**src/rtl/regfile_wb_scheduler_pkg.sv**
```systemverilog
// regfile_pkg: shared constants for the register-file writeback scheduler.
//   NUM_REGS / REG_WIDTH / MUX_CNTRL : register count, data width, id width.
//   WB_ALU / WB_MEM                  : requester index into the 2-bit grant vector.
package regfile_pkg;
    localparam int NUM_REGS  = 32;
    localparam int REG_WIDTH = 32;
    localparam int MUX_CNTRL = 5;

    localparam int WB_ALU = 0;
    localparam int WB_MEM = 1;
endpackage

```
**src/rtl/regfile_wb_scheduler_rr_arb2.sv**
```systemverilog
// rr_arb2: two-requester round-robin arbiter.
//   Clk, Rst_n : clock, async active-low reset
//   req[1:0]   : request vector, index WB_ALU / WB_MEM
//   grant[1:0] : one-hot (or zero) grant, combinational from req
// A lone requester always wins. On a tie the requester that was not granted
// last wins. The priority pointer moves only when something is granted.
module rr_arb2
    import regfile_pkg::*;
(
    input  logic       Clk,
    input  logic       Rst_n,
    input  logic [1:0] req,
    output logic [1:0] grant
);

    // prioMem = 1 -> MEM wins a tie, 0 -> ALU wins a tie.
    logic prioMem;

    always_comb begin
        grant         = '0;
        grant[WB_ALU] = req[WB_ALU] & (~req[WB_MEM] | ~prioMem);
        grant[WB_MEM] = req[WB_MEM] & (~req[WB_ALU] |  prioMem);
    end

    always_ff @(posedge Clk or negedge Rst_n) begin
        if (!Rst_n)
            prioMem <= 1'b0;
        else if (|grant)
            prioMem <= grant[WB_ALU];   // whoever just won yields the next tie
    end

endmodule

```
**src/rtl/regfile_wb_scheduler.sv**
```systemverilog
// regfile_wb_scheduler: owns the single s_regFile write port and the
// register-busy scoreboard.
//   Clk, Rst_n                      : clock, async active-low reset
//   iss_valid/iss_ready             : issue handshake; ready = no RAW/WAW hazard
//   iss_src_a/iss_src_b             : source register ids
//   iss_has_dest/iss_dest           : destination of the issuing instruction
//   wb0_* (ALU), wb1_* (MEM)        : writeback requesters, valid/ready handshake
//   rf_we/rf_dest/rf_wdata          : registered write port to s_regFile
//   busy                            : bit i set while a write to reg i is pending
//   wb_err                          : sticky, a writeback hit a non-busy register
module regfile_wb_scheduler
    import regfile_pkg::*;
#(
    parameter int NUM_REGS  = regfile_pkg::NUM_REGS,
    parameter int REG_WIDTH = regfile_pkg::REG_WIDTH,
    parameter int MUX_CNTRL = regfile_pkg::MUX_CNTRL
) (
    input  logic                 Clk,
    input  logic                 Rst_n,
    input  logic                 iss_valid,
    output logic                 iss_ready,
    input  logic [MUX_CNTRL-1:0] iss_src_a,
    input  logic [MUX_CNTRL-1:0] iss_src_b,
    input  logic                 iss_has_dest,
    input  logic [MUX_CNTRL-1:0] iss_dest,
    input  logic                 wb0_valid,
    output logic                 wb0_ready,
    input  logic [MUX_CNTRL-1:0] wb0_dest,
    input  logic [REG_WIDTH-1:0] wb0_data,
    input  logic                 wb1_valid,
    output logic                 wb1_ready,
    input  logic [MUX_CNTRL-1:0] wb1_dest,
    input  logic [REG_WIDTH-1:0] wb1_data,
    output logic                 rf_we,
    output logic [MUX_CNTRL-1:0] rf_dest,
    output logic [REG_WIDTH-1:0] rf_wdata,
    output logic [NUM_REGS-1:0]  busy,
    output logic                 wb_err
);

    logic [1:0]           grant;
    logic                 accept;
    logic                 accWrite;
    logic [MUX_CNTRL-1:0] accDest;
    logic [REG_WIDTH-1:0] accData;
    logic                 issSet;
    logic [NUM_REGS-1:0]  busyNext;

    rr_arb2 uArb (
        .Clk   (Clk),
        .Rst_n (Rst_n),
        .req   ({wb1_valid, wb0_valid}),
        .grant (grant)
    );

    assign wb0_ready = grant[WB_ALU];
    assign wb1_ready = grant[WB_MEM];

    assign accept   = |grant;
    assign accDest  = grant[WB_MEM] ? wb1_dest : wb0_dest;
    assign accData  = grant[WB_MEM] ? wb1_data : wb0_data;
    // Register 0 writes are consumed but never reach the port or the scoreboard.
    assign accWrite = accept && (accDest != '0);

    // busy[0] is held at zero, so reg 0 can never raise a hazard here.
    assign iss_ready = !busy[iss_src_a] && !busy[iss_src_b] &&
                       !(iss_has_dest && busy[iss_dest]);
    assign issSet    = iss_valid && iss_ready && iss_has_dest && (iss_dest != '0);

    always_comb begin
        busyNext = busy;
        if (accWrite)
            busyNext[accDest] = 1'b0;
        if (issSet)
            busyNext[iss_dest] = 1'b1;
        busyNext[0] = 1'b0;
    end

    always_ff @(posedge Clk or negedge Rst_n) begin
        if (!Rst_n) begin
            busy     <= '0;
            rf_we    <= 1'b0;
            rf_dest  <= '0;
            rf_wdata <= '0;
            wb_err   <= 1'b0;
        end else begin
            busy  <= busyNext;
            rf_we <= accWrite;
            if (accept) begin
                rf_dest  <= accDest;
                rf_wdata <= accData;
            end
            if (accWrite && !busy[accDest])
                wb_err <= 1'b1;
        end
    end

    // A busy register blocks issue to it, so set and clear of the same
    // register can only coincide if an unexpected writeback races an issue.
    always @(posedge Clk) begin
        if (Rst_n)
            assert (!(issSet && accWrite && (iss_dest == accDest)))
                else $error("scoreboard set/clear collision on reg %0d", iss_dest);
    end

endmodule
```
**config.mk**
```make
export PLATFORM = sky130hd
export DESIGN_NAME = regfile_wb_scheduler
export DESIGN_NICKNAME = d
export VERILOG_FILES = /design/src/rtl/regfile_wb_scheduler_pkg.sv /design/src/rtl/regfile_wb_scheduler_rr_arb2.sv /design/src/rtl/regfile_wb_scheduler.sv
export SDC_FILE = /design/constraint.sdc
export NUM_CORES = 1
export LEC_CHECK = 0
export ABC_AREA = 1
export CAP_MARGIN = 20
export CORE_MARGIN = 8
export CORE_UTILIZATION = 26
export DETAILED_ROUTE_END_ITERATION = 16
export GPL_ROUTABILITY_DRIVEN = 0
export RECOVER_POWER = 25
export SYNTH_ARGS = -nofsm -noshare
export SYNTH_HDL_FRONTEND = slang
export SYNTH_SLANG_ARGS = --single-unit
```
**constraint.sdc**
```tcl
create_clock -name Clk -period 1.9 [get_ports Clk]
set_input_delay 0.38 -clock Clk [delete_from_list [all_inputs] [get_ports Clk]]
set_output_delay 0.38 -clock Clk [all_outputs]
set_load 0.01 [all_outputs]
```
After elaboration in Yosys (flattened, before gate mapping) --
Cells that the tools add are included.
Operators by class: magnitude comparators 6, multiplexer cells 16, bitwise gates (word level) 10, reductions and logical operators 17
Operator list (number):
- 32-bit two-way mux | 3
- 32-bit AND | 1
- 32-bit NOT | 1
- 32-bit bitwise OR | 1
- 5-bit by 6-bit < comparator with 1-bit output, second input constant | 4
- 1-bit binary-select mux with 5-bit select | 4
- 1-bit demux with 5-bit select | 2
- 5-bit by 1-bit greater-or-equal comparator with 1-bit output, second input constant | 2
- 1-bit logical AND | 10
- 5-bit nonzero test | 2
- 1-bit two-way mux | 6
- 5-bit two-way mux | 1
- 1-bit logical NOT | 4
- 1-bit NOT | 3
- 1-bit AND | 2
- 1-bit bitwise OR | 2
- 2-bit OR reduction | 1
Storage, ports and cells: register bits 71, input bits 95, output and inout bits 74, word-level logic and storage cells 55

Logic depth before layout (Yosys ltp) --
Gate-level depths: netlist (run 1).
depth after elaboration 13, depth in mapped cells 15, gate-level depth less buffers 14

Modules after synthesis --
A second synthesis (run 1) with hierarchy kept.
Second synthesis, totals: cells, all modules 750, area total of the unflattened synthesis 4783.3 µm²
By module, submodules not included:
- regfile_wb_scheduler | instances 1, cells each 739, area an instance 4719.5 µm², seq. area each 1751.7 µm²
- rr_arb2 | instances 1, cells each 11, area an instance 63.8 µm², seq. area each 25.0 µm²

Least setup slack after synthesis (run 1) --
OpenSTA, ideal clock, no wires.
kind input to output, start point input iss_src_b[0], end point output iss_ready, data arrival time 1.446 ns, required time 1.520 ns, setup slack 0.074 ns, cell stages on the path 12, path buffers 3, cell sequence buf_4 -> buf_4 -> nand2_1 -> nand3_1 -> nand3_1 -> nand2_1 -> nand2_1 -> nand3_1 -> nand2_1 -> nand2_1 -> nor2_4 -> buf_6
On the way: longest elaborated chain between the ends 5
Ends and longest elaborated chain:
- start: declaration | RTL line regfile_wb_scheduler.sv:23 | input logic [MUX_CNTRL-1:0] iss_src_b,
- 1-bit binary-select mux with 5-bit select | RTL line regfile_wb_scheduler.sv:66 | assign iss_ready = !busy[iss_src_a] && !busy[iss_src_b] &&
- 1-bit two-way mux (implied by the code) | RTL line regfile_wb_scheduler.sv:66
- 1-bit logical NOT | RTL line regfile_wb_scheduler.sv:66
- 1-bit logical AND (2 in series) | RTL line regfile_wb_scheduler.sv:66
- end: declaration | RTL line regfile_wb_scheduler.sv:21 | output logic iss_ready,
No other way between the ends. The select of a mux whose other input is x is not followed.

Worst setup path in the final report (run 1) --
start point input iss_dest[0], end point output iss_ready
On the way: longest elaborated chain between the ends 5
Ends and longest elaborated chain:
- start: declaration | RTL line regfile_wb_scheduler.sv:25 | input logic [MUX_CNTRL-1:0] iss_dest,
- 1-bit binary-select mux with 5-bit select | RTL line regfile_wb_scheduler.sv:67 | !(iss_has_dest && busy[iss_dest]);
- 1-bit two-way mux (implied by the code) | RTL line regfile_wb_scheduler.sv:67
- 1-bit logical AND | RTL line regfile_wb_scheduler.sv:67
- 1-bit logical NOT | RTL line regfile_wb_scheduler.sv:67
- 1-bit logical AND | RTL line regfile_wb_scheduler.sv:66
No other way between the ends. The select of a mux whose other input is x is not followed.

==> results by group, run 1 <==
Power and ir drop
  – Peak supply drop: 0.4066 mV
  – Power Total: 5800 uW
  – Leakage power: 0.003990 uW
  – Pwr Density: 704.3 mW/mm^2

Floorplan
  – Top Ports: 169
  – Core Rows: 50
  – Die Area: 0.02320 mm^2
  – Die X: 152.3 um
  – Initial Utilization: 26.18%
  – Die Y: 152.3 um
  – Core area: 0.01846 mm^2

Clock network
  – Clock sink count: 71
  – Clk_lat worst skew: 0.35 ns
  – Clk buf depth: 2
  – Clock root cell: clkbuf_16
  – Cts bufs inserted: 9
  – H-Tree Depth: 3
  – Cts-stage hold buffer count: 0
  – Worst-path clk slew: 0.06 ns
  – CTS tree: done

Synthesis
  – Seq/Total Area, Yosys: 36.77%
  – EDFF count, synth: 0
  – #FFs+latches synth: 71
  – Yosys cell types: 26
  – Post-Syn Nets: 866
  – Area leader, netlist: dfrtp_1
  – Synthesized instance count: 771
  – Top_reg_cell synth: dfrtp_1
  – Share of flip-flops with an asynchronous set or reset: 100.0%
  – Cell area after synthesis: 0.004832 mm^2
  – Top cells by area, synth: dfrtp_1 (37%), nand2_1 (21%), nand3_1 (9.6%), o21ai_0 (8.9%), nor2_1 (6.1%)
  – Post-synth top area share: 36.77%
  – Synthesized area per cell: 6.267 um^2
  – Yosys synthesis warning count: 0

STA
  – Tmin final: 2.130 ns
  – Fin. max-slew vios: 0
  – Setup-failing EPs final: 2
  – Worst-Margin Slew: 0.9142 ns
  – FMAX: 469.4 MHz
  – Setup TNS: -0.2472 ns
  – Final Hold Fails: 0
  – Clock skew: 0.009017 ns
  – RSZ-0062 raised after global routing: yes
  – Final worst path period share: 112.1%
  – Fin worst setup slack: -0.2304 ns
  – Relative slew slack: 39.05%

Place
  – Hpwl dp: 15960 um
  – DP Area: 0.007520 mm^2
  – Port Buffer Count: 167
  – Dpl ws: -0.8709 ns

Setup path
  – Crit end category: output pin
  – Cells along the critical path: clkdlybuf4s15_2 > bufbuf_16 > o21ai_1 > nand2_1 > nand2_2 > nand2_1 > nand2_2 > nor2_4 > a21boi_2 > nor2_4 > buf_6
  – Setup crit start kind: input port
  – Critical path type: in -> out
  – Slowest stage delay, CP: 0.28 ns
  – Critical Path RT: 1.52 ns
  – Worst Path Buf+Inv: 3
  – Cell family with most CP delay: buffers and inverters
  – Worst Path Arrival: 1.75 ns
  – CP max FO: 6
  – Slowest CP cell: bufbuf_16

Flow run
  – Max_cap viols: 0

Detailed routing
  – DR vias/cell: 4.743
  – WL/cell: 16.38 um
  – Pre-antenna DRT Iters: 5
  – Total Wirelength: 21070 um
  – Iteration-0 DRC count of the detailed router: 363
  – # DRC: 0
  – ANT nets after route: 0
  – Vias post-DR: 6100

Global routing
  – GRT Total Usage: 17.73%
  – Vias in the first global route: 5719
  – Total grt overflow: 0
  – Global-route wire length before repair: 32830 um
  – Initial antenna violation count: 0
  – Largest net degree at the start of global routing: 43

Final layout
  – # diodes: 0
  – Layout cells sized above 1: 23.19%
  – Final Util: 44.62%
  – Final #Nets: 1142
  – Final instance area: 0.008234 mm^2
  – Area delta synth->final: 70.40%

Hold path
  – Hold WC Path Type: in -> async

Outcome
  – Status: finished with violations
  – Failing checks: setup timing
[per-layer routing]
layer | GRT usage [%] | up-vias | wire length, um
met5 | 0 | - | 0
met4 | 7.758 | 0 | 718
met3 | 3.545 | 46 | 1178
met2 | 29.63 | 205 | 10500
met1 | 21.76 | 2827 | 8673
li1 | - | 3022 | -
[area by class of cell]
type	count	area (um^2)
flip-flops and latches	71	1798
multi-input cells	591	2765
clock buffers	10	229.0
well taps	234	292.8
inverters	75	290.3
clock inverters	6	45.04
fillers	1866	10220
repair buffers	299	2814
[sequential cells by signal, summed over array words and instances (netlist names)]
register	flops
rf_wdata	32
rf_we	1
uArb.prioMem	1
busy	31
rf_dest	5
wb_err	1
[cells in the mapped netlist, types with 2 or more instances]
cell / instances
nand2_1: 269
nor2_2: 2
inv_2: 3
buf_2: 13
a21oi_1: 28
nand2_2: 2
clkbuf_1: 12
o21ai_2: 2
buf_4: 4
nor2_1: 79
nor3_1: 8
nand3_1: 93
buf_6: 6
o21ai_0: 86
inv_1: 70
o21ai_1: 14
dfrtp_1: 71
[placed cells by master, fill, tap and decap left out, types with 9 or more instances in the layout]
cell	synthesis	routed
dfrtp_1	71	54
clkbuf_16	0	9
nand2_2	2	13
nor2_1	79	73
dlygate4sd2_1	0	16
nand3_1	93	91
buf_6	6	11
nand2_1	269	256
o21ai_0	86	76
dfrtp_2	0	17
inv_1	70	46
a21oi_1	28	28
clkdlybuf4s50_1	0	137
inv_2	3	25
buf_4	4	113
o21ai_1	14	18
[cells by family after synthesis]
group / after synthesis / share of synthesized area, %
compound gates: 133 / 14.35
buf+inv: 110 / 10.18
flops: 71 / 36.77
other cells: 1 / 0.07761
simple gates: 456 / 38.63
[final timing paths]
path | from | slack (ns) | to | depth (start not counted)
worst max-delay path | iss_dest[0] | -0.23 | iss_ready | 11
worst min-delay path | Rst_n | 0.16 | busy[16]$_DFF_PN0_ | 1
worst max register to register | busy[11]$_DFF_PN0_ | 0.01 | busy[29]$_DFF_PN0_ | 12
worst min register to register | wb_err$_DFFE_PN0P_ | 0.48 | wb_err$_DFFE_PN0P_ | 2
max in group asynchronous | Rst_n | 0.35 | busy[13]$_DFF_PN0_ | 2
min in group Clk | wb_err$_DFFE_PN0P_ | 0.48 | wb_err$_DFFE_PN0P_ | 2
[metrics by stage]
stage,std cells,hold slack [ns]
final,1286,0.1587
after global routing,1286,0.2372
after CTS,1280,0.01410
after detailed placement,1248,0.3756
after global placement,1248,0.3837
after floorplan,771,0.08441
[power breakdown]
group | leakage, uW | internal [uW] | total (uW) | switching (uW)
sequential | 0.000854 | 1730 | 1950 | 221
combinational | 0.00301 | 1140 | 2230 | 1100
clock | 0.000126 | 892 | 1610 | 721
total | 0.00399 | 3760 | 5800 | 2040
[timing repair]
item / in CTS / in global routing
resized for setup: 109 / 43
buffers inserted: 12 / 7
cloned: 4 / 0
setup endpoints to repair: 46 / 39
pin swaps: 18 / 17
Power figures use the tool's default switching activity.
==> run 2, diff against run 1 <==
--- a/config.mk
+++ b/config.mk
@@ -7,6 +7,7 @@
 export LEC_CHECK = 0
 export ABC_AREA = 1
 export CAP_MARGIN = 20
+export CORE_ASPECT_RATIO = 0.8
 export CORE_MARGIN = 8
 export CORE_UTILIZATION = 26
 export DETAILED_ROUTE_END_ITERATION = 16
==> results by group, run 2 (synthesis results as in run 1) <==
Outcome
  – Status: finished with violations
  – Failing checks: setup timing

STA
  – Tmin final: 2.083 ns
  – Worst-Margin Slew: 0.9682 ns
  – Final worst path period share: 109.6%
  – Fin worst setup slack: -0.1826 ns
  – Setup-failing EPs final: 2
  – Fin. max-slew vios: 0
  – Relative slew slack: 35.45%
  – Setup TNS: -0.2132 ns
  – Clock skew: 0.009167 ns
  – FMAX: 480.2 MHz
  – Final Hold Fails: 0
  – RSZ-0062 raised after global routing: yes
  – Hold WS: 0.4687 ns

Final layout
  – Biggest regs: rf_wdata: 32 flops, busy: 31 flops, rf_dest: 5 flops
  – Commonest non-fill, non-tap cell in the layout: nand2_1
  – Fillers: 1869
  – Reg with most FFs: rf_wdata
  – Max reg flops: 32
  – Final #Nets: 1142
  – Area delta synth->final: 69.50%
  – # diodes: 0
  – Final instance area: 0.008190 mm^2
  – Most frequent cells in the layout: nand2_1 (260), clkdlybuf4s50_1 (139), buf_4 (110), nand3_1 (90), nor2_1 (74)
  – Layout cells sized above 1: 21.77%

Detailed routing
  – Pre-antenna DRT Iters: 5
  – WL/cell: 17.15 um
  – ANT nets after route: 0
  – # DRC: 0
  – Vias post-DR: 6208
  – Total Wirelength: 21980 um
  – Iteration-0 DRC count of the detailed router: 669
  – DR vias/cell: 4.842

Power and ir drop
  – Leakage power: 0.003944 uW
  – Peak supply drop: 0.4033 mV
  – Power Total: 5847 uW
  – Pwr Density: 713.8 mW/mm^2

Global routing
  – Initial antenna violation count: 0
  – Largest net degree at the start of global routing: 43
  – GRT Total Usage: 18.57%
  – Total grt overflow: 0
  – Global-route wire length before repair: 33550 um
  – Vias in the first global route: 5893

Clock network
  – Worst-path clk slew: 0.07 ns
  – Clk_lat worst skew: 0.35 ns
  – Cts bufs inserted: 9
  – Clock root cell: clkbuf_16
  – Clk buf depth: 2
  – Clock sink count: 71
  – CTS tree: done
  – H-Tree Depth: 3

Setup path
  – Cells along the critical path: inv_1 > o21ai_0 > nand2_1 > nand3_1 > nand3_1 > nand3_1 > nand2_1 > nand2_2 > nor2_4 > buf_6
  – Worst setup path startpoint: busy[12]$_DFF_PN0_
  – Reg2Reg Setup Slack: -0.03 ns
  – Worst R2R Start: busy[12]$_DFF_PN0_
  – Setup crit start kind: flip-flop
  – Critical Path RT: 1.52 ns
  – CP max FO: 3
  – Crit end category: output pin
  – Slowest stage delay, CP: 0.40 ns
  – Critical path type: reg -> out
  – Worst R2R Path Depth: 12
  – Crit-path most repeated cell: nand3_1
  – Worst Path Arrival: 1.70 ns
  – Slowest CP cell: dfrtp_1

Hold path
  – Hold Path Stages: 2
  – Hold path start: wb_err$_DFFE_PN0P_
  – Hold WC Path Type: reg -> reg

Floorplan
  – Top Ports: 169
  – Core Rows: 44
  – Core area: 0.01817 mm^2
  – Die X: 168.4 um
  – Die Area: 0.02323 mm^2
  – Initial Utilization: 26.60%
  – Die Y: 137.9 um

Flow run
  – Max_cap viols: 0

Place
  – Hpwl dp: 16310 um
  – Port Buffer Count: 167
  – DP Area: 0.007460 mm^2
run 2: metrics by stage:
step | setup slack (ns) | instances | util, %
after detailed placement | -0.8640 | 1242 | 41.06
after global routing | -0.3061 | 1282 | 45.08
after global placement | -0.8203 | 1242 | 41.06
final | -0.1826 | 1282 | 45.08
after CTS | -0.1639 | 1277 | 44.41
after floorplan | 0.07411 | 771 | -
run 2: worst max-delay path: cells and delay by family, from the launching register on:
| family | cells | cell delay (ns) |
|---|---|---|
| AOI/OAI and AO/OA | 1 | 0.12 |
| buffers and inverters | 2 | 0.27 |
| DFF | 1 | 0.40 |
| and+or+nand+nor | 7 | 0.58 |
run 2: worst paths after layout:
| check | end |
|---|---|
| min in group asynchronous | rf_wdata[14]$_DFFE_PN0P_ |
| max in group asynchronous | busy[19]$_DFF_PN0_ |
| worst min register to register | wb_err$_DFFE_PN0P_ |
| worst min-delay path | wb_err$_DFFE_PN0P_ |
| worst max register to register | busy[29]$_DFF_PN0_ |
| worst max-delay path | iss_ready |
run 2: power breakdown:
group          total, uW  switching, uW  internal [uW]
Combinational       2270           1130           1140
Sequential          1930            203           1730
Clock               1640            718            924
run 2: timing repair:
action / 4_1_cts / 5_1_grt
pin swaps: 18 / 11
endpoints found under the hold margin: 13 / 0
gates resized for setup: 103 / 47
buffers inserted: 14 / 3
hold buffers: 1 / 0
setup endpoints to repair: 49 / 41
cloned: 4 / 2
run 2: layout make-up:
class | instances | area (um^2) | share of cell area, %
clock buffer | 10 | 239.0 | 2.918
sequential | 71 | 1798 | 21.95
tap | 230 | 287.8 | 3.514
multi-input combinational | 591 | 2743 | 33.49
clock inverter | 6 | 45.04 | 0.5500
inverter | 75 | 284.0 | 3.468
timing repair buffer | 299 | 2794 | 34.11
run 2: layer usage:
metal / up-vias / wire (um) / track usage (%)
li1: 3021 / - / -
met1: 2872 / 9660 / 24.45
met2: 276 / 10040 / 30.09
met3: 39 / 1914 / 4.694
met4: 0 / 365 / 4.701
met5: - / 0 / 0
==> run 3, diff against run 2 <==
--- a/config.mk
+++ b/config.mk
@@ -10,6 +10,7 @@
 export CORE_ASPECT_RATIO = 0.8
 export CORE_MARGIN = 8
 export CORE_UTILIZATION = 26
+export CTS_CLUSTER_DIAMETER = 80
 export DETAILED_ROUTE_END_ITERATION = 16
 export GPL_ROUTABILITY_DRIVEN = 0
 export RECOVER_POWER = 25
==> results of run 3 <==
The final DEF is identical to that of run 2; final timing and power are the same.
==> patch 1 (settings of run 2) <==
Put one more register stage on the output `wb_err`, cleared by the reset. The value now appears one clock later. The other outputs are not delayed to match.
--- a/src/rtl/regfile_wb_scheduler.sv
+++ b/src/rtl/regfile_wb_scheduler.sv
@@ -38,4 +38,6 @@
     output logic                 wb_err
 );
+
+    logic wb_err_s0;
 
     logic [1:0]           grant;
@@ -83,5 +85,5 @@
             rf_dest  <= '0;
             rf_wdata <= '0;
-            wb_err   <= 1'b0;
+            wb_err_s0 <= 1'b0;
         end else begin
             busy  <= busyNext;
@@ -92,5 +94,5 @@
             end
             if (accWrite && !busy[accDest])
-                wb_err <= 1'b1;
+                wb_err_s0 <= 1'b1;
         end
     end
@@ -104,3 +106,11 @@
     end
 
+    always_ff @(posedge Clk or negedge Rst_n) begin
+        if (!Rst_n) begin
+            wb_err <= '0;
+        end else begin
+            wb_err <= wb_err_s0;
+        end
+    end
+
 endmodule
Function: changed (Yosys sat finds a counterexample within 4 cycles, from zero or initial values and one cycle with Rst_n low).
==> patch 1 against run 2 <==
The run still ends with setup timing left; power down 2.3%; clock skew down 0.0022 ns; sequential cell count up 1; setup slack worse by 0.051 ns; final cell count up 2.3%; clock power about the same; area after synthesis up 3.7%; via count down 1.8%; wire length down 2.6%; fmax down 2.4%; design area up 1.8%; count of clock-buffer cells in the layout down 1; highest routed layer is now met5.
==> patch 1: results <==
[layout]
layout-drive-gt1-share = 0.2436
n_fill_cell = 1977
utilization = 0.4409
final_nets = 1141

[drt]
drtIter0Drc = 425
viasPerCell = 4.649

[status]
failed_checks = "setup timing"
status = "finished with violations"

[sta]
fin_ws_ns = -0.2334
slew_headroom = 0.5025
finalSetupViolCount = 15
finClkSkew_ns = 0.006981

[critical_path]
critPathSlowestCell = "dfrtp_2"
max_stage_delay_ns = 0.47
arrival_ns = 1.75

[synthesis]
yosys-top-cells-count = "nand2_1 (272), nor2_1 (112), nand3_1 (86), inv_1 (73), dfrtp_1 (72)"
synth_seq_area_share = 0.3595
ys_top_cells_by_area = "dfrtp_1 (36%), nand2_1 (20%), nand3_1 (8.6%)"
async_flop_share = 1.000
syn_nets = 875
synth_cell_types = 28

[power_and_ir_drop]
vdd_drop_max_mv = 0.4880
p_leak_nw = 3.970
p_switching_mw = 2.005

[global_route]
grt_pass1_vias = 5641
antenna_found_initial = 3
grt_remaining_overflow = 0
grt_pass1_wl_mm = 32.89
grt_max_degree = 75
globalRouteTotalUtil = 0.1762

[placed_design]
postPlaceCellArea_um2 = 7626
place_hpwl_mm = 16.10

[min_path]
hp-class = "reg2reg"
patch 1: worst paths after layout:
path                           start      endpoint  slack [ns]  cells after the start
hold / removal             wb_err_s0        wb_err        0.38                      0
max in group asynchronous      Rst_n      busy[27]        0.33                      3
hold reg to reg            wb_err_s0        wb_err        0.38                      0
setup / recovery             busy[6]     iss_ready       -0.23                     10
min in group asynchronous      Rst_n  rf_wdata[14]        0.64                      2
setup reg to reg             busy[6]       busy[8]       -0.06                     12
patch 1: cell type report:
cell class	instances	area share
timing repair buffer	293	0.3314
multi-input combinational	593	0.3408
inverter	77	0.03555
clock buffer	9	0.02700
antenna	2	0.0006001
tap	258	0.03870
clock inverter	7	0.006601
sequential	72	0.2193
patch 1: cells by family after synthesis:
group / count (synthesis) / synth area share
compound gates: 99 / 0.1218
buf+inv: 115 / 0.1073
simple gates: 493 / 0.4106
other cells: 1 / 0.0007482
flops: 72 / 0.3595
patch 1: power groups by stage:
stage	Combinational (mW)	Clock, mW	Sequential (mW)
after floorplan	0.747	0	1.96
after global placement	1.99	0	1.94
after detailed placement	1.99	0	1.94
after CTS	2.04	1.68	1.92
after global routing	2.32	1.73	1.96
final	2.14	1.64	1.94
patch 1: timing repair:
item / in CTS / in global routing
buffers inserted: 6 / 16
cloned: 1 / 1
hold buffers: 1 / 0
endpoints found under the setup margin: 47 / 38
pin swaps: 2 / 14
resized for setup: 77 / 66
hold endpoints to repair: 26 / 0
patch 1: metrics by stage:
step	setup slack [ns]	setup TNS [ns]	cells	total power, mW
5_1_grt	-0.2795	-3.012	1311	6.006
3_3_place_gp	-0.7805	-21.83	1268	3.923
3_5_place_dp	-0.8009	-22.11	1268	3.930
2_1_floorplan	0.09568	0	780	2.712
6_report	-0.2334	-0.5582	1311	5.709
4_1_cts	-0.1684	-0.1684	1292	5.648
patch 1: routing by layer:
layer  wire, um  up-vias  global-route usage  share of wire
li1           -     3016                   -              -
met1       9523     2837              0.2387           0.44
met2      10100      214              0.2814           0.47
met3       1404       26             0.03763          0.066
met4        365        2             0.04066          0.017
met5          8        -                   0        0.00037
patch 1: worst max-delay path: cells and delay by family (launching register included):
family | cells | cell delay (ns)
simple gates | 8 | 0.72
flops | 1 | 0.47
buf+inv | 2 | 0.22
==> patch 2 (flow settings as in run 2) <==
Made on the original files. `REG_WIDTH`: 32 -> 64.
--- a/src/rtl/regfile_wb_scheduler_pkg.sv
+++ b/src/rtl/regfile_wb_scheduler_pkg.sv
@@ -4,5 +4,5 @@
 package regfile_pkg;
     localparam int NUM_REGS  = 32;
-    localparam int REG_WIDTH = 32;
+    localparam int REG_WIDTH = 64;
     localparam int MUX_CNTRL = 5;
 
Ports: changed (resized rf_wdata, wb0_data and wb1_data); port bits go from 169 to 265. The function was not compared with the original's and may differ.
==> patch 2 against run 2 <==
The run still ends with setup timing left; critical path type unchanged; area after synthesis grew 30%; sequential power grew 46%; setup slack lost 0.025 ns; design area grew 30%; sequential cell count grew 32; power grew 31%; wire length grew 32%; register-to-register slack gained 0.07 ns; largest cell class unchanged; clock skew is essentially flat; fmax shrank 1.2%.
==> patch 2: results <==
[sta]
finalSetupViolCount = 1
finClkSkew_ns = 0.009638
slew_headroom = 0.2832
fin_ws_ns = -0.2073
tns_ns = -0.2073

[power_and_ir_drop]
vdd_drop_max_mv = 0.3793
p_leak_nw = 4.929

[critical_path]
max_stage_delay_ns = 0.48
startpoint = "busy[23]"

[layout]
layout-drive-gt1-share = 0.1897
reg_top3 = "rf_wdata (64), busy (31), rf_dest (5)"

[synthesis]
synth_seq_area_share = 0.4115
synthCells = 944
yosys-top-cells-count = "nand2_1 (299), o21ai_0 (122), nor2_1 (111), dfrtp_1 (103), nand3_1 (91)"

[clock_network]
post_cts_resized = 99

[drt]
first_pass_iters = 6
viasPerCell = 4.760
drtIter0Drc = 714
avgRoutedWirePerCell_um = 17.98

[placed_design]
postPlaceCellArea_um2 = 9940
place_hpwl_mm = 22.31
io_buffer_count = 263
dp_slack_ns = -0.8594

[min_path]
hp-start = "wb0_valid"
hp-class = "in2reg"

[status]
failed_checks = "setup timing"
status = "finished with violations"

[global_route]
grt_max_degree = 54
grt_pass1_vias = 7325
[patch 2: cell types whose count changed after synthesis, sizes merged]
cell    change
nand2      +31
nor2       +32
o41ai       +1
nand3       -2
clkbuf      +7
a21oi      +29
o21ai      +35
inv         -1
buf         +9
dfrtp      +32
[patch 2: final timing paths]
| check | to | slack, ns | cells after the start |
|---|---|---|---|
| min in group asynchronous | rf_wdata[47] | 0.74 | 2 |
| max in group asynchronous | wb_err | 0.16 | 3 |
| worst min-delay path | uArb.prioMem | 0.45 | 4 |
| worst min register to register | wb_err | 0.47 | 2 |
| worst max register to register | busy[16] | 0.04 | 12 |
| worst max-delay path | iss_ready | -0.21 | 10 |
[patch 2: power by group]
group          switching (mW)  internal [mW]  leakage [nW]  total (mW)
combinational            1.41           1.50          3.58        2.91
clock                   0.984          0.931         0.143        1.91
sequential              0.293           2.52          1.21        2.81
[patch 2: area by class of cell]
| class | count | area, um^2 |
|---|---|---|
| Clock buffer | 10 | 229.0 |
| Clock inverter | 6 | 62.56 |
| Fill cell | 2425 | 12880 |
| Inverter | 74 | 284.0 |
| Multi-Input combinational cell | 716 | 3299 |
| Sequential cell | 103 | 2606 |
| Tap cell | 312 | 390.4 |
| Timing Repair Buffer | 398 | 3769 |
[patch 2: layer usage]
metal,global-route usage,vias to the layer above,wire (um)
li1,-,3756,-
met1,0.2495,3630,12710
met2,0.3074,275,13820
met3,0.04652,46,1963
met4,0.05611,0,620
met5,0,-,0
[patch 2: cells by family after synthesis]
logic type,after synthesis,share of synthesized area
compound gates,198,0.1638
flops,103,0.4115
simple gates,517,0.3338
other cells,1,0.0005987
buf+inv,125,0.09029
